<file path="src/rtl/bcd_to_bin.sv">
// bcd_to_bin: sequential packed-BCD to unsigned-binary converter.
// Digits are consumed most significant first, one per clock, with a
// multiply-by-ten-and-add accumulator. Bad digits and results that do not
// fit in OUTPUT_WIDTH bits are reported through o_Error alongside o_DV.
module bcd_to_bin #(
  parameter int DECIMAL_DIGITS = 7,
  parameter int OUTPUT_WIDTH   = 24
) (
  input  logic                          i_Clock,
  input  logic                          i_Reset_n,
  input  logic                          i_Start,
  input  logic [DECIMAL_DIGITS*4-1:0]   i_BCD,
  output logic [OUTPUT_WIDTH-1:0]       o_Binary,
  output logic                          o_DV,
  output logic                          o_Busy,
  output logic                          o_Error
);

  localparam int BCD_W = DECIMAL_DIGITS * 4;
  // Four spare bits hold a full step (x10 + 9) of an in-range value, so any
  // overflow is always visible above bit OUTPUT_WIDTH-1 before it can wrap.
  localparam int ACC_W = OUTPUT_WIDTH + 4;
  localparam int CNT_W = $clog2(DECIMAL_DIGITS + 1);
  localparam logic [CNT_W-1:0] LAST_CNT = CNT_W'(DECIMAL_DIGITS - 1);

  typedef enum logic [1:0] {
    IDLE  = 2'd0,
    ACCUM = 2'd1,
    DONE  = 2'd2
  } state_t;

  state_t                  state_q;
  logic [BCD_W-1:0]        shift_q;
  logic [ACC_W-1:0]        acc_q;
  logic [ACC_W-1:0]        acc_d;
  logic [CNT_W-1:0]        cnt_q;
  logic                    err_q;
  logic                    err_d;
  logic [3:0]              digit;
  logic                    digitBad;
  logic                    accOverflow;
  logic [OUTPUT_WIDTH-1:0] binary_q;
  logic                    dv_q;
  logic                    busy_q;
  logic                    error_q;

  // Next accumulator step: acc*10 + top digit, plus the sticky error update.
  always_comb begin
    digit       = shift_q[BCD_W-1 -: 4];
    digitBad    = (digit > 4'd9);
    acc_d       = (acc_q << 3) + (acc_q << 1) + ACC_W'(digit);
    accOverflow = |acc_d[ACC_W-1:OUTPUT_WIDTH];
    err_d       = err_q | digitBad | accOverflow;
  end

  // Control FSM with registered outputs; results are loaded on the last digit.
  always_ff @(posedge i_Clock) begin
    if (!i_Reset_n) begin
      state_q  <= IDLE;
      shift_q  <= '0;
      acc_q    <= '0;
      cnt_q    <= '0;
      err_q    <= 1'b0;
      binary_q <= '0;
      dv_q     <= 1'b0;
      busy_q   <= 1'b0;
      error_q  <= 1'b0;
    end else begin
      case (state_q)
        IDLE: begin
          dv_q <= 1'b0;
          if (i_Start) begin
            shift_q <= i_BCD;
            acc_q   <= '0;
            cnt_q   <= '0;
            err_q   <= 1'b0;
            busy_q  <= 1'b1;
            state_q <= ACCUM;
          end
        end

        ACCUM: begin
          acc_q   <= acc_d;
          err_q   <= err_d;
          shift_q <= shift_q << 4;
          cnt_q   <= cnt_q + CNT_W'(1);
          if (cnt_q == LAST_CNT) begin
            state_q  <= DONE;
            dv_q     <= 1'b1;
            error_q  <= err_d;
            binary_q <= err_d ? '0 : acc_d[OUTPUT_WIDTH-1:0];
          end
        end

        DONE: begin
          dv_q    <= 1'b0;
          busy_q  <= 1'b0;
          state_q <= IDLE;
        end

        default: begin
          dv_q    <= 1'b0;
          busy_q  <= 1'b0;
          state_q <= IDLE;
        end
      endcase
    end
  end

  assign o_Binary = binary_q;
  assign o_DV     = dv_q;
  assign o_Busy   = busy_q;
  assign o_Error  = error_q;

endmodule
</file>
<file path="config.mk">
export PLATFORM = sky130hd
export DESIGN_NAME = bcd_to_bin
export DESIGN_NICKNAME = d
export VERILOG_FILES = /design/src/rtl/bcd_to_bin.sv
export SDC_FILE = /design/constraint.sdc
export NUM_CORES = 1
export LEC_CHECK = 0
export ABC_AREA = 1
export CORE_UTILIZATION = 30
export CTS_CLUSTER_SIZE = 28
export DETAILED_ROUTE_END_ITERATION = 8
export GPL_ROUTABILITY_DRIVEN = 0
export MAX_ROUTING_LAYER = met4
export SYNTH_ARGS = -nofsm -noshare
export SYNTH_HDL_FRONTEND = slang
export SYNTH_SLANG_ARGS = --single-unit
</file>
<file path="constraint.sdc">
create_clock -name i_Clock -period 3.77 [get_ports i_Clock]
set_input_delay 0.5655 -clock i_Clock [delete_from_list [all_inputs] [get_ports i_Clock]]
set_output_delay 0.5655 -clock i_Clock [all_outputs]
set_load 0.02 [all_outputs]
</file>
### Word level (Yosys, flattened, before mapping)

Cells that the tools add are included.

| operators by class | value |
|---|---|
| bitwise operators | 3 |
| $add $sub $neg | 3 |
| equal/unequal tests | 4 |
| $lt $le $gt $ge | 1 |
| reduce and logical (&&, ||, !) cells | 8 |
| mux-type cells | 14 |

Operators by type and width:

| cell | count |
|---|---|
| $pmux W28 S2 | 1 |
| $pmux W27 S2 | 1 |
| $add A28 B28 Y28 | 1 |
| $add A28 B4 Y28 | 1 |
| $mux W28 | 1 |
| $mux W27 | 1 |
| $mux W24 | 1 |
| $reduce_and A2 Y1 | 5 |
| $pmux W3 S2 | 1 |
| $gt A4 B4 Y1 const B | 1 |
| $mux W2 | 2 |
| $ne A2 B2 Y1 const B | 2 |
| $pmux W1 S2 | 2 |
| $pmux W2 S2 | 1 |
| $reduce_or A4 Y1 | 1 |
| $add A3 B1 Y3 const B | 1 |
| $eq A3 B3 Y1 const B | 1 |
| $mux W3 | 1 |
| $eq A2 B1 Y1 const B | 1 |
| $logic_not A2 Y1 | 1 |
| $mux W1 | 2 |
| $or A1 B1 Y1 | 2 |
| $reduce_bool A2 Y1 | 1 |
| $not A1 Y1 | 1 |

| storage, ports and cells | value |
|---|---|
| output and inout bits | 27 |
| input port bits | 31 |
| bits in registers | 88 |
| logic and storage cells | 42 |

### Longest topological paths before layout

| logic depth | value |
|---|---|
| depth after elaboration | 5 |
| gate-level depth with buffers | 20 |
| depth with buffers taken out | 19 |

### Worst setup path after synthesis

No wires, ideal clock.

| timing | value |
|---|---|
| path kind | register to register |
| start | reg shift_q[27] |
| end | reg binary_q[21], in the netlist o_Binary[21] |
| setup time | 0.070 ns |
| path buffers | 1 |
| required time | 3.700 ns |
| arrival | 2.330 ns |
| slack | 1.369 ns |
| cell stages (with the launch flop) | 16 |
| cell sequence | dfxtp_1 inv_1 fa_1 fa_1 inv_1 nand2_1 nand2_1 nand3_2 nand2_2 nand2_2 nand4_2 nand3_2 nor2_4 buf_6 nand3_1 a21oi_1 |

| between the ends | value |
|---|---|
| cells in the longest elaborated chain, start to end | 4 |
| elaborated cells between the ends (all ways) | 6 |
| classes of those cells | 1 x add/sub; 1 x order compare; 1 x mux; 2 x bitwise; 1 x reduce/logical |

Ends and longest elaborated chain:

| element | line | RTL |
|---|---|---|
| from (decl) | 33 | `logic [BCD_W-1:0] shift_q;` |
| from (signal assigned) | 73 | `shift_q <= i_BCD;` |
| from (signal assigned) | 85 | `shift_q <= shift_q << 4;` |
| $add A28 B4 Y28 or $gt A4 B4 Y1 (tied branches) | 51, 50 |  |
| $reduce_or A4 Y1 or $or A1 B1 Y1 (tied branches) | 52, 53 |  |
| $or A1 B1 Y1 | 53 | `err_d = err_q \| digitBad \| accOverflow;` |
| $mux W24 (*) | 91 | `binary_q <= err_d ? '0 : acc_d[OUTPUT_WIDTH-1:0];` |
| to (signal assigned) | 91 |  |
| to (decl) | 42 | `logic [OUTPUT_WIDTH-1:0] binary_q;` |

Mark *: on every way between the ends. The rest lies on a longest branch, timed or not.
A chain may end at the register's enable or synchronous reset.

### Final worst setup path

| timing | value |
|---|---|
| start | reg shift_q[27] |
| end | reg binary_q[1], in the netlist o_Binary[1] |

| between the ends | value |
|---|---|
| cells in the longest elaborated chain, start to end | 4 |
| elaborated cells between the ends (all ways) | 6 |
| classes of those cells | 1 x add/sub; 1 x order compare; 1 x mux; 2 x bitwise; 1 x reduce/logical |

Ends and longest elaborated chain:

| element | line |
|---|---|
| $add A28 B4 Y28 or $gt A4 B4 Y1 (tied branches) | 51, 50 |
| $reduce_or A4 Y1 or $or A1 B1 Y1 (tied branches) | 52, 53 |
| $or A1 B1 Y1 (*) | 53 |
| $mux W24 (*) | 91 |

Marks and branches as above.

==> out/results.txt <==
final sum of negative setup slack -> 0 ns
post-route minimum period -> 3.100 ns
share of cells above drive strength 1 -> 6.250%
number of top-level design ports -> 58
setup repair after global routing missed its margin -> no
commonest non-fill, non-tap cell in the layout -> nand2_1
Root Driver -> clkbuf_16
HPWL reported at the end of detailed placement -> 11,310 µm
first-pass GRT wire length -> 24,530 µm
cell accounting for the most synthesized area -> dfxtp_1
overall routed net length -> 15,080 µm
number of gates resized after cts -> 0
height of the chip -> 138.3 µm
Warnings, synthesis -> 0
number of nets produced by synthesis -> 900
crit path kind -> reg2reg
maximum number of pins on one net before global-route repair -> 47
vias in the first global route -> 4,868
maximum single-stage delay on the critical path -> 0.52 ns
number of remaining DRC errors -> 1
sort of element at the start of the critical path -> register
routed length per instance -> 13.79 µm
Post-Place Setup Slack -> 0.7092 ns
total power divided by cell area -> 326.6 mW/mm²
Tcrit/Tclk final -> 82.24%
worst path buffer plus inverter count -> 2
Worst path slowest cell -> fa_1
arrival time reported for the critical path endpoint -> 3.40 ns
DRT antenna net count -> 0
Worst setup EP type -> register
Post CTS Setup Buffer Count -> 0
most frequent cells in the layout -> nand2_1 (225), inv_1 (96), dfxtp_1 (88), a21oi_1 (67), nor2_1 (61)
ordered cell list for the critical path -> inv_1 > fa_1 > fa_1 > inv_1 > nand4_1 > nand2_1 > nand2_1 > nand4_1 > nand2_1 > nor2_4 > nand2_1 > nand2_1 > nand2_2 > nor2_1
violations in the final reports -> design-rule violations
via count of the routed design -> 5,229
number of setup violations in the final report -> 0
transition time of the tightest slew-check pin -> 0.9241 ns
Crit path required time -> 4.07 ns
cell area after synthesis -> 0.005572 mm²
effective utilization at floorplan -> 30.81%
level count of the clock H-tree -> 3
CTS hold repair buffers -> 0
number of buffers created by CTS -> 9
count of state elements after synthesis -> 88
run status -> finished with violations
cell mode on critical path -> nand2_1
clock tree buffer depth -> 2
core box area -> 0.01809 mm²
biggest fanout along the worst timing path -> 21
sink count of the clock tree -> 88
number of nets in the layout -> 944
row count -> 49
largest cells by area after synthesis -> dfxtp_1 (32%), nand2_1 (15%), ha_1 (12%), inv_1 (6.5%), a21oi_1 (6.1%)
sequential cell area fraction in the yosys report -> 31.62%
number of endpoints with negative hold slack in the final report -> 0
antenna violations before repair -> 0
top-area cell type share of the netlist area -> 31.62%
Avg Synthesized Cell Area -> 6.836 µm²
min setup slack post-route -> 0.6696 ns
post-synthesis to final-layout area growth -> 19.40%
Pre-antenna DRT Iters -> 9
delay-heaviest family, CP -> simple AND/OR/NAND/NOR gates
Total Die Area -> 0.01912 mm²
Ant. Diodes -> 0
number of max-cap violations -> 0
die extent in x -> 138.3 µm
setup clock skew after layout -> 0.01207 ns
cell count after synthesis -> 815
Hold Crit Class -> reg2reg
post-route total power -> 2.173 mW
number of library cell types mapped by synthesis -> 37
final global-route overflow total -> 0
GR Util All Layers -> 16.37%
Fmax -> 322.5 MHz
clock-pin slew reported for the worst setup and hold paths after clock tree synthesis -> 0.07 ns
Max-Slew Margin vs Limit -> 38.17%
Pins Over Slew Limit -> 0
CTS tree -> built
starting DRC count in detailed routing -> 297
Peak supply drop -> 0.0002496 V
via/cell ratio -> 4.784
leakage power summed over all cells -> 3.090 nW
clock latency of the later-clocked register in the worst-skew pair -> 0.36 ns
IO Port Bufs -> 57
power by group:
| part | switching [mW] | internal (mW) | total [mW] |
|---|---|---|---|
| combinational | 0.115 | 0.0806 | 0.196 |
| clock | 0.458 | 0.537 | 0.995 |
| sequential | 0.0197 | 0.962 | 0.982 |
| total | 0.593 | 1.58 | 2.17 |
synthesized netlist by cell type (all sizes together):
master / number
inv: 99
a31oi: 1
nand3: 54
ha: 52
a21oi: 69
mux2i: 2
a21o: 2
buf: 7
o21bai: 1
nand3b: 5
o22ai: 24
nor2: 72
and2: 4
xor2: 8
nor3: 2
o21ai: 44
fa: 2
a22o: 3
a32o: 6
o32ai: 1
o21a: 1
or2: 3
nand4: 8
dfxtp: 88
nand2: 234
clkbuf: 23
worst paths after layout:
kind	depth (start not counted)	end	slack, ns	start
setup / recovery	14	o_Binary[1]$_SDFFE_PN0P_	0.67	shift_q[27]$_SDFFE_PN0P_
hold / removal	2	o_Binary[5]$_SDFFE_PN0P_	0.47	o_Binary[5]$_SDFFE_PN0P_
setup reg to reg	14	o_Binary[1]$_SDFFE_PN0P_	0.67	shift_q[27]$_SDFFE_PN0P_
hold reg to reg	2	o_Binary[5]$_SDFFE_PN0P_	0.47	o_Binary[5]$_SDFFE_PN0P_
metal layers:
metal | part of all wire, % | track usage (%)
met3 | 4.4 | 2.806
met1 | 49 | 21.61
met5 | 0 | -
met4 | 1.3 | 4.613
met2 | 45 | 25.62
through the flow:
stage / cells / hold WS [ns] / utilization (%) / instance area [µm²]
5_1_grt: 1093 / 0.4860 / 36.78 / 6653
6_report: 1093 / 0.4670 / 36.78 / 6653
3_5_place_dp: 1077 / 0.4515 / 35.01 / 6332
3_3_place_gp: 1077 / 0.4435 / 35.01 / 6332
4_1_cts: 1093 / 0.4664 / 36.78 / 6653
2_1_floorplan: 815 / 0.4266 / - / 5572
cell families (layout without fill, tap and decap cells):
kind of cell / after synthesis / count (layout) / synth area share [%]
AO/OA/AOI/OAI: 152 / 152 / 15.27
XOR/XNOR: 8 / 8 / 1.258
adder cells (fa/ha/maj): 54 / 54 / 12.40
buffers and inverters: 129 / 178 / 9.275
flip-flops: 88 / 88 / 31.62
multiplexers: 2 / 2 / 0.3593
AND/OR/NAND/NOR: 382 / 382 / 29.82
final cells by class:
cell class                      instances  area (µm²)
Clock buffer                            9       225.2
Clock inverter                          7       95.09
Fill cell                            1912       11430
Inverter                               99       371.6
Multi-Input combinational cell        598        3297
Sequential cell                        88        1762
Tap cell                              229       286.5
Timing Repair Buffer                   63       615.6
flip-flops by register name, indices dropped and copies added (netlist names):
| signal | flops |
|---|---|
| o_DV | 1 |
| err_q | 1 |
| o_Binary | 24 |
| o_Error | 1 |
| o_Busy | 1 |
| state_q | 2 |
| cnt_q | 3 |
| acc_q | 27 |
| shift_q | 28 |
worst register-to-register path: stages (launching register included):
cell     delay, ns
dfxtp_1       0.33
inv_1         0.07
fa_1          0.52
fa_1          0.42
inv_1         0.15
nand4_1       0.11
nand2_1       0.19
nand2_1       0.10
nand4_1       0.11
nand2_1       0.11
nor2_4        0.46
nand2_1       0.15
nand2_1       0.13
nand2_2       0.09
nor2_1        0.10
Power figures use the tool's default switching activity.
